==> src/rtl/td4_pkg.sv <==
// Shared encodings for the TD4 control front end: opcodes, operand selects
// and the bit positions of the active-low load strobes.
package td4_pkg;

  localparam logic [3:0] OP_ADD_A  = 4'b0000;
  localparam logic [3:0] OP_MOV_AB = 4'b0001;
  localparam logic [3:0] OP_IN_A   = 4'b0010;
  localparam logic [3:0] OP_MOV_A  = 4'b0011;
  localparam logic [3:0] OP_MOV_BA = 4'b0100;
  localparam logic [3:0] OP_ADD_B  = 4'b0101;
  localparam logic [3:0] OP_IN_B   = 4'b0110;
  localparam logic [3:0] OP_MOV_B  = 4'b0111;
  localparam logic [3:0] OP_OUT_B  = 4'b1001;
  localparam logic [3:0] OP_OUT_IM = 4'b1011;
  localparam logic [3:0] OP_JNC    = 4'b1110;
  localparam logic [3:0] OP_JMP    = 4'b1111;

  localparam logic [1:0] SEL_A    = 2'b00;
  localparam logic [1:0] SEL_B    = 2'b01;
  localparam logic [1:0] SEL_IN   = 2'b10;
  localparam logic [1:0] SEL_ZERO = 2'b11;

  localparam int LD_A   = 0;
  localparam int LD_B   = 1;
  localparam int LD_OUT = 2;

endpackage

==> src/rtl/td4_decoder.sv <==
// Combinational opcode decode: operand select, load target and jump request.
// Anything not listed decodes as a NOP (zero operand, no load).
module td4_decoder
  import td4_pkg::*;
(
  input  logic [3:0] i_opcode,
  input  logic       i_carry,
  output logic [1:0] o_sel,
  output logic [2:0] o_load_n,
  output logic       o_pc_load
);

  always_comb begin
    o_sel     = SEL_ZERO;
    o_load_n  = 3'b111;
    o_pc_load = 1'b0;
    case (i_opcode)
      OP_ADD_A:  begin o_sel = SEL_A;    o_load_n[LD_A]   = 1'b0; end
      OP_ADD_B:  begin o_sel = SEL_B;    o_load_n[LD_B]   = 1'b0; end
      OP_MOV_A:  begin o_sel = SEL_ZERO; o_load_n[LD_A]   = 1'b0; end
      OP_MOV_B:  begin o_sel = SEL_ZERO; o_load_n[LD_B]   = 1'b0; end
      OP_MOV_AB: begin o_sel = SEL_B;    o_load_n[LD_A]   = 1'b0; end
      OP_MOV_BA: begin o_sel = SEL_A;    o_load_n[LD_B]   = 1'b0; end
      OP_IN_A:   begin o_sel = SEL_IN;   o_load_n[LD_A]   = 1'b0; end
      OP_IN_B:   begin o_sel = SEL_IN;   o_load_n[LD_B]   = 1'b0; end
      OP_OUT_B:  begin o_sel = SEL_B;    o_load_n[LD_OUT] = 1'b0; end
      OP_OUT_IM: begin o_sel = SEL_ZERO; o_load_n[LD_OUT] = 1'b0; end
      OP_JMP:    begin o_sel = SEL_ZERO; o_pc_load = 1'b1; end
      // JNC looks at the carry left behind by the previous instruction
      OP_JNC:    begin o_sel = SEL_ZERO; o_pc_load = ~i_carry; end
      default:   ;
    endcase
  end

endmodule

==> src/rtl/td4_sequencer.sv <==
// TD4 control and ALU front end: PC, carry flag, operand mux and 4-bit adder,
// producing the sum and active-low load strobes for the A, B and OUT registers.
module td4_sequencer
  import td4_pkg::*;
#(
  parameter logic [3:0] RESET_PC = 4'h0
) (
  input  logic       CLK,
  input  logic       CLR,
  input  logic       EN,
  input  logic [7:0] ROM_DATA,
  input  logic [3:0] A_Q,
  input  logic [3:0] B_Q,
  input  logic [3:0] IN_PORT,
  output logic [3:0] ROM_ADDR,
  output logic [3:0] ALU_OUT,
  output logic [2:0] LOAD_N,
  output logic       CARRY
);

  logic [3:0] r_pc;
  logic       r_c;

  logic [3:0] w_opcode;
  logic [3:0] w_im;
  logic [1:0] w_sel;
  logic [2:0] w_load_n;
  logic       w_pc_load;
  logic [3:0] w_src;
  logic [4:0] w_sum;

  assign w_opcode = ROM_DATA[7:4];
  assign w_im     = ROM_DATA[3:0];

  td4_decoder u_decoder (
    .i_opcode  (w_opcode),
    .i_carry   (r_c),
    .o_sel     (w_sel),
    .o_load_n  (w_load_n),
    .o_pc_load (w_pc_load)
  );

  always_comb begin
    w_src = 4'h0;
    case (w_sel)
      SEL_A:   w_src = A_Q;
      SEL_B:   w_src = B_Q;
      SEL_IN:  w_src = IN_PORT;
      default: w_src = 4'h0;
    endcase
  end

  assign w_sum = {1'b0, w_src} + {1'b0, w_im};

  // Strobes are gated by CLR as well so downstream registers never load during reset.
  assign LOAD_N   = (EN && CLR) ? w_load_n : 3'b111;
  assign ALU_OUT  = w_sum[3:0];
  assign ROM_ADDR = r_pc;
  assign CARRY    = r_c;

  always_ff @(posedge CLK or negedge CLR) begin
    if (!CLR) begin
      r_pc <= RESET_PC;
      r_c  <= 1'b0;
    end else if (EN) begin
      r_pc <= w_pc_load ? w_sum[3:0] : r_pc + 4'd1;
      r_c  <= w_sum[4];
    end
  end

endmodule

==> config.mk <==
export PLATFORM = sky130hd
export DESIGN_NAME = td4_sequencer
export DESIGN_NICKNAME = d
export VERILOG_FILES = /design/src/rtl/td4_pkg.sv /design/src/rtl/td4_decoder.sv /design/src/rtl/td4_sequencer.sv
export SDC_FILE = /design/constraint.sdc
export NUM_CORES = 1
export LEC_CHECK = 0
export ABC_CLOCK_PERIOD_IN_PS = 1800
export BUFFER_PORTS_ARGS = -buffer_cell sky130_fd_sc_hd__clkbuf_2
export CAP_MARGIN = 40
export CELL_PAD_IN_SITES_DETAIL_PLACEMENT = 2
export CELL_PAD_IN_SITES_GLOBAL_PLACEMENT = 2
export CORE_MARGIN = 2
export CORE_UTILIZATION = 20
export DETAILED_ROUTE_END_ITERATION = 10
export GPL_TIMING_DRIVEN = 0
export PLACE_DENSITY_LB_ADDON = 0.1
export SYNTH_ARGS = -nofsm -noshare
export SYNTH_HDL_FRONTEND = slang
export SYNTH_SLANG_ARGS = --single-unit
==> constraint.sdc <==
create_clock -name CLK -period 1.8 [get_ports CLK]
set_input_delay 0.18 -clock CLK [delete_from_list [all_inputs] [get_ports CLK]]
set_output_delay 0.18 -clock CLK [all_outputs]
set_load 0.03 [all_outputs]
### After elaboration in Yosys (flattened, before gate mapping)

Cells that the tools add are included.

| cells by class | value |
|---|---|
| add/subtract/negate cells | 2 |
| equal/unequal tests | 13 |
| mux-type cells | 8 |
| bitwise logic cells | 1 |
| reductions and logical operators | 9 |

Operators with widths:

| operator | number |
|---|---|
| $eq 4x3->1 const B | 4 |
| $eq 4x4->1 const B | 4 |
| $pmux 4 s3 | 1 |
| $eq 4x2->1 const B | 2 |
| $reduce_or 4->1 | 2 |
| $pmux 2 s3 | 1 |
| $reduce_or 2->1 | 3 |
| $add 4x4->5 | 1 |
| $add 4x1->4 const B | 1 |
| $eq 4x1->1 const B | 1 |
| $logic_not 4->1 | 1 |
| $mux 4 | 1 |
| $mux 1 | 3 |
| $mux 3 | 1 |
| $reduce_or 3->1 | 1 |
| $eq 2x1->1 const B | 1 |
| $eq 2x2->1 const B | 1 |
| $logic_not 2->1 | 1 |
| $pmux 1 s2 | 1 |
| $logic_and 1x1->1 | 1 |
| $not 1->1 | 1 |

| word-level totals | value |
|---|---|
| input port bits | 23 |
| logic and storage cells | 35 |
| register bits after elaboration | 5 |
| output and inout port bits | 12 |

### Longest topological paths before layout

| depth | value |
|---|---|
| depth after elaboration | 7 |
| gate-level depth with buffers | 9 |
| depth with buffers taken out | 9 |

### By module

Synthesis repeated with hierarchy kept, for this count alone.

| second synthesis, totals | value |
|---|---|
| cell total of the unflattened synthesis | 76 |
| area, all modules | 586.8 sq um |

By module, submodules not included:

| module | area each (sq um) | times used | cells an instance | seq. area each (sq um) |
|---|---|---|---|---|
| td4_sequencer | 533.0 | 1 | 67 | 125.1 |
| td4_decoder | 53.8 | 1 | 9 | 0.0 |

### Worst setup path after synthesis

No wires, ideal clock.

| path | value |
|---|---|
| path kind | input-to-reg |
| from | input ROM_DATA[5] |
| to | register r_pc[3], in the netlist ROM_ADDR[3] |
| path buffers | 1 |
| path slack | -119 ps |
| library setup time | 126 ps |
| stages | 9 |
| arrival time | 1793 ps |
| required time | 1674 ps |
| cell sequence | buf_6 > a211oi_1 > nand2_1 > o21ai_0 > ha_1 > a21o_1 > a21oi_2 > xnor2_1 > a311o_1 |

| between the ends | value |
|---|---|
| cells in the longest elaborated chain, start to end | 7 |
| elaborated cells between the ends (all ways) | 20 |
| classes of those cells | 1 x add/sub; 10 x eq/ne; 4 x mux; 5 x reduce/logical |

Ends and longest elaborated chain:

| what | RTL line | text |
|---|---|---|
| from (decl) | td4_sequencer.sv:11 | `input logic [7:0] ROM_DATA,` |
| $eq 4x1->1 (tied with other cells) | td4_decoder.sv:17 | `case (i_opcode)` |
| $reduce_or 3->1 (no line) or $reduce_or 2->1 (tied branches) | -- |  |
| $pmux 2 s3 (*) | td4_decoder.sv:17 |  |
| $eq 2x2->1 (tied with other cells) | td4_sequencer.sv:45 | `case (w_sel)` |
| $pmux 4 s3 (*) | td4_sequencer.sv:45 |  |
| $add 4x4->5 (*) | td4_sequencer.sv:53 | `assign w_sum = {1'b0, w_src} + {1'b0, w_im};` |
| net w_sum[3] | td4_sequencer.sv:30 | `logic [4:0] w_sum;` |
| $mux 4 (*) | td4_sequencer.sv:66 | `r_pc <= w_pc_load ? w_sum[3:0] : r_pc + 4'd1;` |
| to (signal assigned) | td4_sequencer.sv:66 |  |
| to (decl) | td4_sequencer.sv:21 | `logic [3:0] r_pc;` |

The timed path passes the listed nets; every way through them passes the cells marked *.
A chain may end at the register's enable or synchronous reset.

### Final worst setup path

| path | value |
|---|---|
| from | input ROM_DATA[6] |
| to | output ALU_OUT[3] |

| between the ends | value |
|---|---|
| cells in the longest elaborated chain, start to end | 6 |
| elaborated cells between the ends (all ways) | 16 |
| classes of those cells | 1 x add/sub; 8 x eq/ne; 2 x mux; 5 x reduce/logical |

Ends and longest elaborated chain:

| what | RTL line | text |
|---|---|---|
| $eq 4x1->1 (tied with other cells) | td4_decoder.sv:17 |  |
| $reduce_or 3->1 (no line) or $reduce_or 2->1 (tied branches) | -- |  |
| $pmux 2 s3 (*) | td4_decoder.sv:17 |  |
| $eq 2x2->1 (tied with other cells) | td4_sequencer.sv:45 |  |
| $pmux 4 s3 (*) | td4_sequencer.sv:45 |  |
| $add 4x4->5 (*) | td4_sequencer.sv:53 |  |
| to (decl) | td4_sequencer.sv:16 | `output logic [3:0] ALU_OUT,` |

Every way passes the cells marked *; elsewhere a longest branch is shown, timed or not.

==> results.py <==
metrics = {
    "detailed_routing": {
        "firstDrtPassIters": 2,
        "vias": 631,
        "wl_mm": 1.88,
        "drc_errors": 0,
        "avgViaCountPerCell": 4.57,
        "postRouteAntennaNets": 0,
        "wl_per_cell_um": 13.6,
        "dr.first_iter.drc_count": 2,
    },
    "floorplanning": {
        "die_h_um": 57.6,
        "pin_count": 35,
        "rows": 19,
        "die_w_um": 57.6,
        "die-area_um2": 3320,
        "initial_core_util_pct": 21.1,
        "core_area_um2": 2730,
    },
    "timing": {
        "rsz0062_at_grt": "yes",
        "layout_setup_ws_ns": -0.0573,
        "drv_slew": 0,
        "max_freq_mhz": 538,
        "fin_crit_sh_pct": 103,
        "finalCriticalPeriod_ns": 1.86,
        "clock_skew_ns": 0.00621,
        "worst_pin_slew_ns": 0.271,
        "slew_headroom_pct": 81.9,
        "final_hold_viol_count": 0,
        "finalSetupViolCount": 1,
    },
    "clock_tree": {
        "cts.sinks": 5,
        "ctsRootBufferMaster": "clkbuf_4",
        "htree_levels": 1,
        "cts_tree": "built",
        "clk_path_buf_depth": 2,
        "clkTransAtPathRegs_ns": 0.04,
        "insertion_delay_ns": 0.25,
        "cts_buffers": 3,
    },
    "synthesis": {
        "ys.flop_type": "dfrtp_1",
        "syn_nets": 93,
        "syn_area_per_cell_um2": 8.99,
        "yosysSeqAreaShare_pct": 21.7,
        "synthArstFlopShare_pct": 100,
        "synth_most_common_cell": "nand2_1",
        "synth_top_area_share_pct": 21.7,
        "synthCells": 64,
        "yosysTopAreaCell": "dfrtp_1",
        "syn_area_um2": 576,
        "synth_edf_count": 0,
        "synth_commonest_cells": "7 x nand2_1, 6 x mux2i_1, 5 x dfrtp_1, 5 x ha_1, 5 x o21ai_0",
        "synth_area_leaders": "dfrtp_1 22%, ha_1 11%, mux2i_1 10%, buf_4 5.2%, nand2_1 4.6%",
        "ys_types": 28,
        "yosys_warnings": 0,
        "ys_ff_latch": 5,
    },
    "setup_path": {
        "cp-start-kind": "input pin",
        "critical_path_required_ns": 1.62,
        "cp_max_fo": 3,
        "cp.arrival_ns": 1.68,
        "critPathCaptureType": "output pin",
        "r2r_slack_ns": 0.57,
        "critPathKind": "in2out",
    },
    "power_and_ir_drop": {
        "p_sw_mw": 0.353,
        "seqPwrFrac_pct": 23.5,
        "p_comb_share_pct": 59.4,
        "power.share.clock_pct": 17.1,
        "swShare_pct": 44.2,
        "power_mw": 0.799,
        "p_int_mw": 0.446,
        "p_leak_nw": 0.481,
        "irDropWorstVdd_v": 0.000683,
        "powerDensity_nw_per_um2": 795,
    },
    "placement": {
        "dp.final_hpwl_mm": 1.50,
        "preCtsSetupSlack_ns": -0.465,
        "place_congestion": 0.658,
        "port-buffer-count": 33,
    },
    "cells_and_area": {
        "area_growth_pct": 74.6,
        "diodes": 0,
        "final_core_utilization_pct": 36.8,
        "finalNetCount": 137,
        "multiInputGateArea_um2": 475,
        "drive_gt1_share_pct": 61.7,
        "seqCellArea_um2": 125,
        "fillers": 319,
    },
    "global_route": {
        "grt_pass1_wl_mm": 3.15,
        "grt_pass1_vias": 711,
        "grt_max_degree": 11,
        "grt_use_total_pct": 12.5,
        "antenna_found_initial": 0,
        "globalRouteOverflowTotal": 0,
    },
    "run": {
        "cap_violations": 0,
    },
    "status": {
        "violations": "setup timing",
        "outcome": "complete, but fails checks",
    },
    "hold_path": {
        "min_path_type": "in2reg",
    },
}
registers in the layout, summed over array words and instances, names as in the netlist:
register / flops
CARRY: 1
ROM_ADDR: 4
repair_timing:
action	in CTS	in global routing
pin swaps	12	12
hold buffers	1	0
resized for setup	28	5
buffers inserted	8	0
hold endpoints to repair	5	0
setup endpoints to repair	5	6
critical path, stage by stage:
cell and delay, ns:
clkbuf_16 0.12, a211oi_4 0.29, nand2_2 0.10, o21ai_4 0.08
ha_4 0.21, a21o_1 0.18, a21oi_2 0.17, xnor2_2 0.14
clkbuf_8 0.19
final timing paths:
kind                          endpoint  depth (start not counted)         from
max                         ALU_OUT[3]                          9  ROM_DATA[6]
min                        ROM_ADDR[0]                          3           EN
max reg2reg                ROM_ADDR[2]                          3        CARRY
min reg2reg                ROM_ADDR[1]                          2  ROM_ADDR[1]
max in group asynchronous        CARRY                          2          CLR
min in group asynchronous  ROM_ADDR[2]                          2          CLR
stage by stage:
step,instance area (µm²),cells,TNS (ns),hold WS [ns]
4_1_cts,980,138,-0.0742,0.322
6_report,1000,138,-0.0573,0.324
2_1_floorplan,581,64,0,-0.116
5_1_grt,1000,138,-0.338,0.339
3_5_place_dp,785,128,-2.13,0.0331
3_3_place_gp,785,128,-1.86,0.0248
power groups by stage:
stage	sequential, mW	clock, mW	combinational (mW)
3_3_place_gp	0.189	0	0.390
5_1_grt	0.199	0.155	0.517
3_5_place_dp	0.193	0	0.403
6_report	0.188	0.137	0.474
4_1_cts	0.191	0.142	0.468
2_1_floorplan	0.259	0	0.202
per-layer routing:
layer | up-vias | wire length, µm | track usage [%]
li1 | 314 | - | -
met1 | 289 | 799 | 15.4
met2 | 26 | 958 | 21.8
met3 | 2 | 115 | 1.79
met4 | 0 | 5 | 4.98
met5 | - | 0 | 0
cells in the final DEF, fill, tap and decap left out, drive strengths merged, types with 3 or more instances in the layout:
master	instances
nor2	3
a21oi	6
clkbuf	36
nand2	7
mux2i	6
buf	12
o21ai	5
nand3	3
ha	5
dfrtp	5
cell families after synthesis:
group                      Yosys count  synth area share, %
and+or+nand+nor                     20                 20.2
AOI/OAI and AO/OA                   17                 20.9
buffers and inverters                8                 9.35
muxes                                6                 10.4
adders and majority gates            6                 14.3
DFF                                  5                 21.7
xor gates and xnor gates             2                 3.04
cell type report:
cell class / count / share of cell area, %
repair buffers: 42 / 30.6
flip-flops and latches: 5 / 12.5
inverters: 2 / 0.747
clock buffers: 4 / 2.62
plain buffers: 3 / 2.37
multi-input cells: 51 / 47.3
well taps: 31 / 3.86
No activity file was read; power rests on OpenSTA's default activity.
